`src/rtl/fir_prog_tn_pkg.sv`:
```
// Shared constants and helpers for the programmable transposed-form FIR.
// Latency: n/a (package only).
// Backpressure: n/a (package only).
package fir_pkg;

  // Full-precision output width: product width plus growth for summing TAPS terms.
  function automatic int fir_ow(input int dw, input int cw, input int taps);
    return dw + cw + $clog2(taps);
  endfunction

  // Default reset coefficients, h[0] in the least significant byte.
  localparam logic [31:0] H_INIT_DEFAULT = {8'd8, 8'd7, 8'd6, 8'd5};

  // Bit offset of coefficient k inside a packed coefficient bank.
  function automatic int coef_lsb(input int k, input int cw);
    return k * cw;
  endfunction

endpackage

```
`src/rtl/fir_prog_tn_tap_mac.sv`:
```
// One transposed-form tap: registered partial sum p = sum_in + x*h.
// Latency: 1 cycle from an enabled sample to sum_out.
// Backpressure: none; holds its value whenever en is low, clr wins over en.
module fir_tap_mac #(
  parameter int DW   = 8,
  parameter int CW   = 8,
  parameter int OW   = 18,
  parameter bit LAST = 1'b0
) (
  input  logic          clk,
  input  logic          reset,
  input  logic [DW-1:0] x,
  input  logic [CW-1:0] h,
  input  logic [OW-1:0] sum_in,
  input  logic          en,
  input  logic          clr,
  output logic [OW-1:0] sum_out
);

  logic [OW-1:0] prod;
  logic [OW-1:0] add_in;

  // The last tap starts the chain, so it has nothing to add in.
  assign add_in = LAST ? '0 : sum_in;
  assign prod   = OW'(x) * OW'(h);

  // Partial-sum register: cleared by flush, advanced only on an accepted sample.
  always_ff @(posedge clk or negedge reset) begin
    if (!reset) begin
      sum_out <= '0;
    end else if (clr) begin
      sum_out <= '0;
    end else if (en) begin
      sum_out <= add_in + prod;
    end
  end

endmodule

```
`src/rtl/fir_prog_tn.sv`:
```
// N-tap transposed FIR with shadow/active coefficient banks and atomic commit.
// Latency: 1 cycle, sample accepted at edge t appears on y/out_valid after edge t.
// Backpressure: none; accepts one sample per cycle, gaps hold state, flush drops the sample.
module fir_prog_tn
  import fir_pkg::*;
#(
  parameter int                   DW     = 8,
  parameter int                   CW     = 8,
  parameter int                   TAPS   = 4,
  parameter int                   OW     = fir_ow(DW, CW, TAPS),
  parameter logic [TAPS*CW-1:0]   H_INIT = H_INIT_DEFAULT
) (
  input  logic                      clk,
  input  logic                      reset,
  input  logic                      in_valid,
  input  logic [DW-1:0]             x,
  input  logic                      flush,
  input  logic                      coef_we,
  input  logic [$clog2(TAPS)-1:0]   coef_addr,
  input  logic [CW-1:0]             coef_data,
  input  logic                      coef_commit,
  output logic                      out_valid,
  output logic [OW-1:0]             y
);

  logic [TAPS*CW-1:0] shadow;
  logic [TAPS*CW-1:0] active;
  logic [OW-1:0]      p [0:TAPS-2];
  logic [OW-1:0]      y_next;
  logic               accept;

  assign accept = in_valid && !flush;

  // Shadow takes host writes; commit copies the pre-edge shadow so a same-cycle write is not committed.
  always_ff @(posedge clk or negedge reset) begin
    if (!reset) begin
      shadow <= H_INIT;
      active <= H_INIT;
    end else begin
      if (coef_we && (int'(coef_addr) < TAPS)) begin
        shadow[coef_lsb(int'(coef_addr), CW) +: CW] <= coef_data;
      end
      if (coef_commit) begin
        active <= shadow;
      end
    end
  end

  // Taps 1..TAPS-1 hold the partial sums; tap TAPS-1 begins the chain.
  for (genvar k = 1; k < TAPS; k++) begin : g_tap
    logic [OW-1:0] chain_in;
    if (k == TAPS - 1) begin : g_last
      assign chain_in = '0;
    end else begin : g_mid
      assign chain_in = p[k];
    end

    fir_tap_mac #(
      .DW   (DW),
      .CW   (CW),
      .OW   (OW),
      .LAST (k == TAPS - 1)
    ) u_tap (
      .clk     (clk),
      .reset   (reset),
      .x       (x),
      .h       (active[coef_lsb(k, CW) +: CW]),
      .sum_in  (chain_in),
      .en      (in_valid),
      .clr     (flush),
      .sum_out (p[k-1])
    );
  end

  // Tap 0 adds combinationally straight into the output register.
  assign y_next = p[0] + (OW'(x) * OW'(active[coef_lsb(0, CW) +: CW]));

  // Output register and valid pulse; flush clears and suppresses the pulse.
  always_ff @(posedge clk or negedge reset) begin
    if (!reset) begin
      y         <= '0;
      out_valid <= 1'b0;
    end else if (flush) begin
      y         <= '0;
      out_valid <= 1'b0;
    end else if (accept) begin
      y         <= y_next;
      out_valid <= 1'b1;
    end else begin
      out_valid <= 1'b0;
    end
  end

endmodule

```
`config.mk`:
```
export PLATFORM = sky130hd
export DESIGN_NAME = fir_prog_tn
export DESIGN_NICKNAME = d
export VERILOG_FILES = /design/src/rtl/fir_prog_tn_pkg.sv /design/src/rtl/fir_prog_tn_tap_mac.sv /design/src/rtl/fir_prog_tn.sv
export SDC_FILE = /design/constraint.sdc
export NUM_CORES = 1
export LEC_CHECK = 0
export CAP_MARGIN = 10
export CORE_UTILIZATION = 64
export CTS_BUF_LIST = sky130_fd_sc_hd__clkbuf_16
export CTS_CLUSTER_DIAMETER = 100
export DETAILED_ROUTE_END_ITERATION = 8
export PLACE_DENSITY_LB_ADDON = 0.12
export SLEW_MARGIN = 20
export SYNTH_ARGS = -nofsm -noshare
export SYNTH_HDL_FRONTEND = slang
export SYNTH_SLANG_ARGS = --single-unit
```
`constraint.sdc`:
```
create_clock -name clk -period 5.7 [get_ports clk]
set_input_delay 1.14 -clock clk [delete_from_list [all_inputs] [get_ports clk]]
set_output_delay 1.14 -clock clk [all_outputs]
set_load 0.01 [all_outputs]
```
* After elaboration in Yosys (flattened, before gate mapping)
Index checks and enable logic that the tools add are counted.
Word-level totals: bits in registers 137, latch bits 0, memory bits (writable) 0, bits in read-only memories 0, output and inout port bits 19, memories 0
Operators by class: add/subtract/negate cells 4, multiply operators 4, div/mod/pow operators 0, order comparisons 0, equal/unequal tests 0, shift-type cells 2, multiplexer cells 11, bitwise gates (word level) 0, reduce and logical (&&, ||, !) cells 4
Operators by type and width (count):
- two-way mux 18 bit | 8
- multiplier 8 x 8 -> 16 bit | 4
- adder 18 x 16 -> 18 bit | 3
- negation 5 -> 33 bit | 1
- variable shift 8 x 33 -> 32 bit (first input constant) | 1
- indexed part select 8 x 33 -> 32 bit | 1
- bitwise mux 32 bit | 1
- nonzero test 2 bit | 2
- two-way mux 1 bit | 2
- logical AND 1 bit | 1
- zero test 1 bit | 1

* Logic depth before layout (Yosys ltp)
Gate-level depths: netlist of run 1.
depth after elaboration 4, mapped depth 18

* Cells and area by module
From an unflattened synthesis of run 1, not the netlist that was laid out.
Second synthesis, totals: cell total of the unflattened synthesis 1629, area, all modules 15554.9 µm²
By module, submodules not included:
- fir_prog_tn | instances 1, cells an instance 541, area an instance 5889.4 µm²
- fir_tap_mac at g_tap[1].u_tap | instances 1, cells an instance 391, area an instance 3452.1 µm²
- fir_tap_mac at g_tap[2].u_tap | instances 1, cells an instance 387, area an instance 3432.0 µm²
- fir_tap_mac at g_tap[3].u_tap | instances 1, cells an instance 310, area an instance 2781.4 µm²

* Worst setup path after synthesis of run 1
No wires, ideal clock.
path kind input-to-reg, start input x[4], end register y[16], library setup time 130 ps, arrival time 5179 ps, path slack 391 ps, stages 16, path through clkbuf_1 > nand2_1 > fa_1 > inv_1 > fa_1 > fa_1 > inv_1 > fa_1 > inv_1 > ha_1 > a21o_1 > a311o_1 > a221oi_2 > o31ai_1 > xnor2_1 > o21ai_1
Between the ends: word-level cells in the longest chain between the ends 4
Ends and longest elaborated chain:
- from (decl) | RTL line fir_prog_tn.sv:16 | input logic [DW-1:0] x,
- multiplier 8 x 8 -> 16 bit | RTL line fir_prog_tn.sv:76 | assign y_next = p[0] + (OW'(x) * OW'(active[coef_lsb(0, CW) +: CW]));
- adder 18 x 16 -> 18 bit | RTL line fir_prog_tn.sv:76
- two-way mux 18 bit | RTL line fir_prog_tn.sv:86 | end else if (accept) begin
- two-way mux 18 bit | RTL line fir_prog_tn.sv:83 | end else if (flush) begin
- to (signal assigned) | RTL line fir_prog_tn.sv:87 | y <= y_next;
- to (decl) | RTL line fir_prog_tn.sv:23 | output logic [OW-1:0] y
No other way between the ends. The select of a mux whose other input is x is not followed. A chain may end at the register's enable or synchronous reset.

* Worst setup path after layout of run 1
start input x[3], end register g_tap[3].u_tap.sum_out[15]
Between the ends: word-level cells in the longest chain between the ends 3
Ends and longest elaborated chain:
- multiplier 8 x 8 -> 16 bit | RTL line fir_prog_tn_tap_mac.sv:25 | assign prod = OW'(x) * OW'(h);
- two-way mux 18 bit | RTL line fir_prog_tn_tap_mac.sv:33 | end else if (en) begin
- two-way mux 18 bit | RTL line fir_prog_tn_tap_mac.sv:31 | end else if (clr) begin
- to (signal assigned) | RTL line fir_prog_tn_tap_mac.sv:34 | sum_out <= add_in + prod;
- to (decl) | RTL line fir_prog_tn_tap_mac.sv:17 | output logic [OW-1:0] sum_out
No other way between the ends. The select of a mux whose other input is x is not followed.

==> results of run 1 <==
-- state kept, by name, summed over array words and instances, names as in the netlist --
register / flops
active: 32
g_tap.u_tap.sum_out: 52
out_valid: 1
shadow: 32
y: 18
-- worst min-delay path: cells and delay by family, from the launching register on --
kind | cells | cell delay, ns
flops | 1 | 0.35
compound gates | 1 | 0.06
simple gates | 1 | 0.05
-- what timing repair did --
item / in CTS / in global routing
hold endpoints to repair: 0 / 0
resized for setup: 0 / 6
endpoints found under the setup margin: 0 / 5
-- path summary, 6_finish.rpt --
kind                                                    to  slack (ns)  cells past startpoint
worst min register to register  g_tap[1].u_tap.sum_out[14]        0.49                      2
max in group asynchronous                       shadow[10]        3.76                      2
worst min-delay path            g_tap[1].u_tap.sum_out[14]        0.49                      2
worst max register to register  g_tap[3].u_tap.sum_out[15]        0.97                     16
worst max-delay path            g_tap[3].u_tap.sum_out[15]        0.19                     18
min in group asynchronous       g_tap[3].u_tap.sum_out[13]        0.77                      1
-- logic make-up (layout without fill, tap and decap cells) --
group	Yosys count	in the layout	share of synthesized area [%]
DFF	135	135	22.0
adders and majority gates	347	347	37.3
AOI/OAI and AO/OA	214	214	10.4
buffers and inverters	412	548	10.0
muxes	62	62	4.30
xor gates and xnor gates	25	25	1.42
and+or+nand+nor	442	442	14.6
-- per-layer routing --
metal  vias to the layer above  global-route usage, %  share of wire, %
li1                       5418                      -                 -
met1                      5748                   38.6                41
met2                       313                   55.2                51
met3                       108                   3.77               4.3
met4                         0                   13.7               3.7
met5                         -                      0                 0
-- stage by stage --
step	std cells	total power (uW)
2_1_floorplan	1637	2230
3_3_place_gp	2060	2770
3_5_place_dp	2060	2830
4_1_cts	2092	4030
5_1_grt	2092	4330
6_report	2092	4020
-- power by group through the flow --
stage,registers [uW],logic (uW),clock network (uW)
floorplan,1130,1100,0
global placement,1170,1600,0
detailed placement,1170,1660,0
CTS,1160,1690,1180
global route,1170,1940,1220
finish,1160,1690,1180
-- cells in the final DEF (no fill, tap or decap), types with 8 or more instances in the layout --
cell type | Yosys | routed
fa_1 | 187 | 187
nor3_1 | 10 | 10
nor2_1 | 88 | 87
a21oi_1 | 36 | 36
mux2i_1 | 28 | 28
mux2_2 | 34 | 34
nand3_1 | 10 | 10
buf_4 | 0 | 112
dfstp_2 | 16 | 16
a21o_1 | 26 | 26
ha_1 | 160 | 160
a211oi_1 | 19 | 19
o21a_1 | 9 | 9
and2_1 | 160 | 160
dfrtp_1 | 119 | 119
nand3b_1 | 8 | 8
a22o_1 | 33 | 33
xnor2_1 | 12 | 12
xor2_1 | 13 | 13
clkdlybuf4s50_1 | 0 | 39
inv_1 | 354 | 356
o21ai_0 | 25 | 23
nand2_1 | 127 | 127
clkbuf_16 | 0 | 17
-- final cells by class --
cell class | instances | area [sq um]
Clock buffer | 17 | 425
Fill cell | 1656 | 5900
Inverter | 355 | 1330
Multi-Input combinational cell | 1090 | 10500
Clock inverter | 15 | 178
Sequential cell | 135 | 3400
Tap cell | 319 | 399
Timing Repair Buffer | 161 | 1400
==> results.tsv, run 1 <==
stage	metric	value	unit
run_status	status	complete, no violations	
clocking	cts.sinks	135	
sta	worst_slew_pin_slew	0.961	ns
cells_and_area	drive_gt1_share	12.6	%
clocking	clk_latency	0.43	ns
critical_path	startpoint	x[3]	
yosys	ys.flop_type	dfrtp_1	
sta	rsz0062_at_grt	yes	
power_and_ir_drop	p_switching	1500	uW
global_routing	grt-ovfl-total	0	
global_routing	grt_pass1_vias	12303	
clocking	post_cts_buffers	0	
critical_path	cp_max_fo	15	
yosys	yosys_warnings	0	
cells_and_area	fin_area	17600	sq um
sta	period_share	96.7	%
drt	detail-route-antenna-nets	0	
sta	fin_crit	5.51	ns
hold_path	hold_path_class	flip-flop to flip-flop	
clocking	ctsHtreeMaxLevel	4	
clocking	cts_buffer_depth	2	
power_and_ir_drop	p_per_area	228	nW/um^2
placed_design	place.gp.congestion	0.849	
power_and_ir_drop	intPower	2530	uW
yosys	synth.avg_cell_area	9.42	sq um
critical_path	r2r_start	active[28]	
yosys	synth_area	15400	sq um
yosys	synth.most_common_cell	inv_1	
floorplan	dieArea	24700	sq um
sta	fin_tns_setup	0	ns
drt	drcViolationCount	0	
yosys	synth_area_leaders	fa_1 24%, dfrtp_1 19%, ha_1 13%	
yosys	async_flop_share	100	%
sta	worst_hold_slack	0.485	ns
critical_path	cp_slowest_cell	fa_1	
cells_and_area	syn_to_final_growth	14.4	%
placed_design	hpwl	26700	microns
cells_and_area	antennaDiodeCount	0	
flow_run	maxCapViolations	0	
global_routing	antenna_found_initial	0	
floorplan	start_util	65.5	%
yosys	synthCells	1637	
critical_path	worst-endpoint-arrival	5.83	ns
critical_path	crit_chain	clkdlybuf4s50_1 > buf_12 > and2_1 > fa_1 > inv_1 > fa_1 > inv_1 > fa_1 > inv_1 > fa_1 > inv_1 > ha_1 > nand3_1 > o2111ai_2 > a41o_1 > a31oi_1 > nor4_1 > a311o_1	
placed_design	port_buffers	42	
sta	finalSetupViolations	0	
yosys	synth-seq-cells	135	
clocking	cts_tree	built	
floorplan	rows	56	
floorplan	die_x	157	microns
cells_and_area	final_util	74.9	%
power_and_ir_drop	clockPowerShare	29.3	%
drt	drt_iter0_markers	616	
sta	skew	0.0148	ns
yosys	synth_commonest_cells	354 x inv_1, 187 x fa_1, 160 x and2_1, 160 x ha_1, 127 x nand2_1	
yosys	synthDominantCellAreaShare	24.3	%
drt	vias_per_cell	5.54	
clocking	cts_buffers	17	
floorplan	chipHeight	157	microns
placed_design	pre_cts_slack	-0.289	ns
critical_path	end_kind	flip-flop	
drt	wl	35400	microns
placed_design	place_area	17000	sq um
power_and_ir_drop	static-leakage-power	0.00957	uW
power_and_ir_drop	switching_share	37.3	%
clocking	cts-root-buf	clkbuf_16	
sta	setup_ws	0.186	ns
critical_path	cp_top_family	adder cells	
floorplan	io_pins	43	
sta	slew_headroom	35.8	%
sta	finalHoldViolCount	0	
global_routing	track_usage	31.3	%
critical_path	crit_buf_inv	6	
floorplan	coreArea	23500	sq um
hold_path	holdCritStartpoint	g_tap[1].u_tap.sum_out[14]	
yosys	synth_cell_types	66	
power_and_ir_drop	ir_worst_vdd	191	uV
clocking	clk_pin_slew	0.07	ns
cells_and_area	nNetsFinal	2131	
sta	slew_violations	0	
sta	timing.fmax	181	MHz
critical_path	critPathMaxStageDelay	0.53	ns
critical_path	crit_type	primary input to flip-flop	
yosys	synth_top_cell_by_area	fa_1	
power_and_ir_drop	pwr-share-seq	28.8	%
yosys	synth_nets	2008	
drt	routedWlPerCell	16.9	microns
yosys	yosysSeqAreaShare	22.0	%
drt	firstDrtPassIters	5	
yosys	synth_edf_count	0	
power_and_ir_drop	pwr-share-comb	41.9	%
critical_path	cp-start-kind	primary input	
drt	vias	11587	
clocking	holdBufCountCts	0	
critical_path	required	6.02	ns
global_routing	grt_max_degree	90	
global_routing	grt_pass1_wl	59600	microns
Note: power is estimated with default switching activity, not from simulation.
==> run 2: changes to the inputs <==
Settings changed: REMOVE_ABC_BUFFERS set to 1.
==> results.tsv, run 2 (synthesized netlist as in run 1, its figures left out) <==
stage	metric	value	unit
hold_path	hold_path_class	flip-flop to flip-flop	
sta	worst_slew_pin_slew	0.829	ns
cells_and_area	nNetsFinal	2107	
flow_run	maxCapViolations	0	
floorplan	rows	56	
clocking	clk_latency	0.44	ns
run_status	status	complete, no violations	
floorplan	start_util	65.5	%
cells_and_area	syn_to_final_growth	13.1	%
power_and_ir_drop	total_power	3940	uW
floorplan	dieArea	24700	sq um
sta	rsz0062_at_grt	no	
cells_and_area	top_register	g_tap.u_tap.sum_out	
placed_design	place.gp.congestion	0.853	
sta	slew_violations	0	
global_routing	track_usage	30.5	%
placed_design	hpwl	26100	microns
cells_and_area	layout_common_cells	354 x inv_1, 187 x fa_1, 160 x and2_1, 160 x ha_1, 127 x nand2_1	
cells_and_area	antennaDiodeCount	0	
drt	wl	34800	microns
global_routing	grt_pass1_wl	58400	microns
critical_path	worst-endpoint-arrival	5.80	ns
clocking	ctsHtreeMaxLevel	4	
sta	slew_headroom	44.7	%
placed_design	port_buffers	42	
clocking	cts-root-buf	clkbuf_16	
drt	vias	11586	
cells_and_area	area.sequential	3400	sq um
critical_path	crit_type	primary input to flip-flop	
sta	period_share	96.0	%
cells_and_area	top_regs	g_tap.u_tap.sum_out (52), active (32), shadow (32)	
sta	timing.fmax	183	MHz
clocking	post_cts_buffers	0	
sta	finalSetupViolations	0	
global_routing	grt-ovfl-total	0	
critical_path	cp_max_fo	21	
critical_path	cp-start-kind	primary input	
clocking	cts_buffer_depth	2	
clocking	cts_tree	built	
clocking	clk_pin_slew	0.07	ns
cells_and_area	drive_gt1_share	11.3	%
global_routing	antenna_found_initial	0	
clocking	holdBufCountCts	0	
global_routing	grt_pass1_vias	12493	
drt	routedWlPerCell	16.8	microns
drt	drcViolationCount	0	
floorplan	io_pins	43	
drt	detail-route-antenna-nets	0	
critical_path	end_kind	flip-flop	
global_routing	grt_max_degree	86	
floorplan	chipHeight	157	microns
drt	vias_per_cell	5.60	
sta	worst_hold_slack	0.476	ns
clocking	ctsResizeCount	0	
drt	drt_iter0_markers	661	
cells_and_area	multi_input_area	10500	sq um
clocking	cts_buffers	17	
cells_and_area	largest_reg_flops	52	
power_and_ir_drop	p_per_area	226	nW/um^2
critical_path	required	6.02	ns
cells_and_area	final_common_cell	inv_1	
sta	fin_crit	5.47	ns
power_and_ir_drop	ir_worst_vdd	198	uV
drt	firstDrtPassIters	7	
power_and_ir_drop	static-leakage-power	0.00944	uW
clocking	cts.sinks	135	
floorplan	die_x	157	microns
cells_and_area	fillers	1702	
sta	skew	0.0129	ns
sta	finalHoldViolCount	0	
floorplan	coreArea	23500	sq um
==> run 2: critical path, stage by stage <==
cell and delay [ns]:
clkdlybuf4s50_1 0.51, buf_12 0.17, buf_4 0.14, nand2_1 0.07, fa_1 0.49, fa_1 0.55
inv_1 0.05, fa_1 0.53, inv_1 0.05, fa_1 0.53, inv_1 0.06, ha_1 0.30
o21a_1 0.17, o31ai_4 0.12, a211oi_2 0.29, o21ai_1 0.14, a21o_1 0.20, a2111oi_2 0.28
==> run 2: final cells by class <==
type / instances / share of cell area (%)
tap: 319 / 2.29
sequential: 135 / 19.5
clock inverter: 15 / 1.02
clock buffer: 17 / 2.44
timing repair buffer: 137 / 7.11
multi-input combinational: 1090 / 60.0
inverter: 355 / 7.64
==> run 2: routing by layer <==
layer | wire length, microns | GRT usage (%)
met1 | 13900 | 35.6
met4 | 973 | 11.7
met5 | 0 | 0
met3 | 1510 | 4.10
met2 | 18400 | 56.5
==> run 2: where the power goes <==
part	switching, uW	internal, uW
Sequential	101	1060
Clock	531	630
Combinational	877	741
==> run 2: worst paths after layout <==
check	from	to	slack, ns	depth (start not counted)
min in group asynchronous	reset	y[15]	0.77	1
hold reg to reg	y[11]	y[11]	0.48	2
max in group asynchronous	reset	shadow[29]	3.73	2
hold / removal	y[11]	y[11]	0.48	2
setup reg to reg	active[4]	y[16]	1.01	15
setup / recovery	x[2]	g_tap[1].u_tap.sum_out[17]	0.23	18
==> run 2: through the flow <==
stage / cell area, sq um / setup TNS [ns] / setup slack (ns) / std cells / util (%)
final: 17400 / 0 / 0.229 / 2068 / 74.1
after global placement: 16800 / -0.783 / -0.112 / 2036 / 71.5
after floorplan: 15200 / 0 / 0.643 / 1580 / -
after detailed placement: 16800 / -1.97 / -0.184 / 2036 / 71.5
after global routing: 17400 / 0 / 0.00256 / 2068 / 74.1
after CTS: 17400 / 0 / 0.244 / 2068 / 74.1
==> run 3: changes to the inputs <==
--- a/config.mk
+++ b/config.mk
@@ -8,2 +8,3 @@
 export CAP_MARGIN = 10
+export CORE_MARGIN = 4
 export CORE_UTILIZATION = 64
--- a/constraint.sdc
+++ b/constraint.sdc
@@ -3,2 +3,2 @@
 set_output_delay 1.14 -clock clk [all_outputs]
-set_load 0.01 [all_outputs]
+set_load 0.005 [all_outputs]
==> results.tsv, run 3 (synthesized netlist as in run 1, its figures left out) <==
stage	metric	value	unit
floorplan	dieArea	26600	sq um
critical_path	cp_slowest_cell	fa_1	
cells_and_area	drive_gt1_share	11.4	%
sta	finalSetupViolations	0	
cells_and_area	top_register	g_tap.u_tap.sum_out	
placed_design	place_area	16800	sq um
power_and_ir_drop	p_switching	1490	uW
clocking	cts.sinks	135	
drt	drcViolationCount	0	
power_and_ir_drop	pwr-share-seq	29.6	%
clocking	clk_pin_slew	0.07	ns
global_routing	grt_max_degree	87	
drt	vias_per_cell	5.53	
clocking	cts-root-buf	clkbuf_16	
hold_path	holdCritStartpoint	g_tap[1].u_tap.sum_out[14]	
critical_path	required	6.00	ns
clocking	cts_tree	built	
global_routing	track_usage	27.6	%
global_routing	grt-ovfl-total	0	
critical_path	crit_type	primary input to flip-flop	
power_and_ir_drop	clockPowerShare	29.6	%
sta	skew	0.0103	ns
flow_run	maxCapViolations	0	
cells_and_area	antennaDiodeCount	0	
placed_design	port_buffers	42	
sta	period_share	97.0	%
clocking	cts_buffer_depth	2	
critical_path	r2r_start	active[7]	
cells_and_area	largest_reg_flops	52	
power_and_ir_drop	ir_worst_vdd	206	uV
sta	finalHoldViolCount	0	
drt	wl	34500	microns
clocking	cts_buffers	17	
critical_path	critPathMaxStageDelay	0.55	ns
sta	timing.fmax	181	MHz
global_routing	grt_pass1_vias	12320	
run_status	status	complete, no violations	
global_routing	antenna_found_initial	0	
drt	detail-route-antenna-nets	0	
sta	slew_violations	0	
placed_design	hpwl	25800	microns
floorplan	rows	56	
power_and_ir_drop	switching_share	38.1	%
critical_path	cp_max_fo	23	
cells_and_area	nNetsFinal	2107	
power_and_ir_drop	pwr-share-comb	40.8	%
cells_and_area	top_regs	g_tap.u_tap.sum_out (52), active (32), shadow (32)	
critical_path	cp-start-kind	primary input	
global_routing	grt_pass1_wl	58800	microns
sta	slew_headroom	39.0	%
cells_and_area	layout_common_cells	354 x inv_1, 187 x fa_1, 160 x and2_1, 160 x ha_1, 127 x nand2_1	
clocking	post_cts_buffers	0	
floorplan	die_x	163	microns
clocking	clk_latency	0.44	ns
sta	fin_crit	5.53	ns
floorplan	start_util	65.3	%
drt	routedWlPerCell	16.7	microns
critical_path	crit_chain	clkdlybuf4s50_1 > buf_12 > and2_1 > fa_1 > fa_1 > fa_1 > inv_1 > fa_1 > inv_1 > ha_1 > a21o_1 > a311o_1 > a221oi_2 > o31ai_1 > xnor2_1 > o21ai_1	
placed_design	place.gp.congestion	0.825	
floorplan	chipHeight	163	microns
sta	rsz0062_at_grt	no	
sta	worst_slew_pin_slew	0.915	ns
floorplan	io_pins	43	
power_and_ir_drop	p_per_area	224	nW/um^2
critical_path	end_kind	flip-flop	
floorplan	coreArea	23600	sq um
clocking	ctsHtreeMaxLevel	4	
cells_and_area	syn_to_final_growth	13.1	%
critical_path	worst-endpoint-arrival	5.82	ns
drt	firstDrtPassIters	6	
critical_path	startpoint	x[2]	
cells_and_area	fin_area	17400	sq um
sta	fin_tns_setup	0	ns
power_and_ir_drop	intPower	2420	uW
power_and_ir_drop	static-leakage-power	0.00944	uW
hold_path	hold_path_class	flip-flop to flip-flop	
cells_and_area	final_util	73.9	%
drt	vias	11444	
drt	drt_iter0_markers	527	
cells_and_area	final_common_cell	inv_1	
critical_path	cpMostUsedCell	fa_1	
[run 3: timing repair]
item / CTS / global route
hold buffers: 0 / 0
endpoints found under the setup margin: 0 / 1
resized for setup: 0 / 1
[run 3: per-stage QoR]
stage | worst slack, ns | hold slack, ns | power, uW | cells
global route | 0.00217 | 0.521 | 4240 | 2068
global placement | -0.128 | 0.460 | 2690 | 2036
floorplan | 0.643 | 0.450 | 2190 | 1580
finish | 0.174 | 0.478 | 3910 | 2068
CTS | 0.198 | 0.484 | 3940 | 2068
detailed placement | -0.264 | 0.470 | 2760 | 2036
[run 3: layout make-up]
cell class                 count  area [sq um]
multi-input combinational   1090         10500
clock buffer                  17           425
tap                          319           399
timing repair buffer         137          1230
clock inverter                15           179
sequential                   135          3400
fill                        1735          6170
inverter                     355          1330
[run 3: path summary, 6_finish.rpt]
path / cells past startpoint / endpoint / slack, ns
worst max-delay path: 16 / y[16] / 0.17
worst min-delay path: 2 / g_tap[1].u_tap.sum_out[14] / 0.48
worst min register to register: 2 / g_tap[1].u_tap.sum_out[14] / 0.48
worst max register to register: 14 / y[16] / 0.92
min in group asynchronous: 1 / y[15] / 0.78
max in group asynchronous: 2 / g_tap[2].u_tap.sum_out[10] / 3.78
[run 3: metal layers]
| layer | routed length (microns) | vias up | GRT usage, % |
|---|---|---|---|
| li1 | - | 5382 | - |
| met1 | 14000 | 5737 | 33.2 |
| met2 | 18300 | 246 | 50.8 |
| met3 | 1180 | 79 | 3.66 |
| met4 | 975 | 0 | 9.65 |
| met5 | 0 | - | 0 |
[run 3: worst max-delay path: cells and delay by family]
family	cells	cell delay [ns]
compound gates	5	1.18
simple gates	1	0.17
xor+xnor	1	0.15
fa+ha+maj	5	2.38
buf+inv	4	0.78
[run 3: power groups by stage]
stage	Sequential, uW	Clock [uW]	Combinational, uW
2_1_floorplan	1130	0	1060
3_3_place_gp	1170	0	1520
3_5_place_dp	1170	0	1590
4_1_cts	1160	1170	1610
5_1_grt	1170	1210	1850
6_report	1160	1160	1600
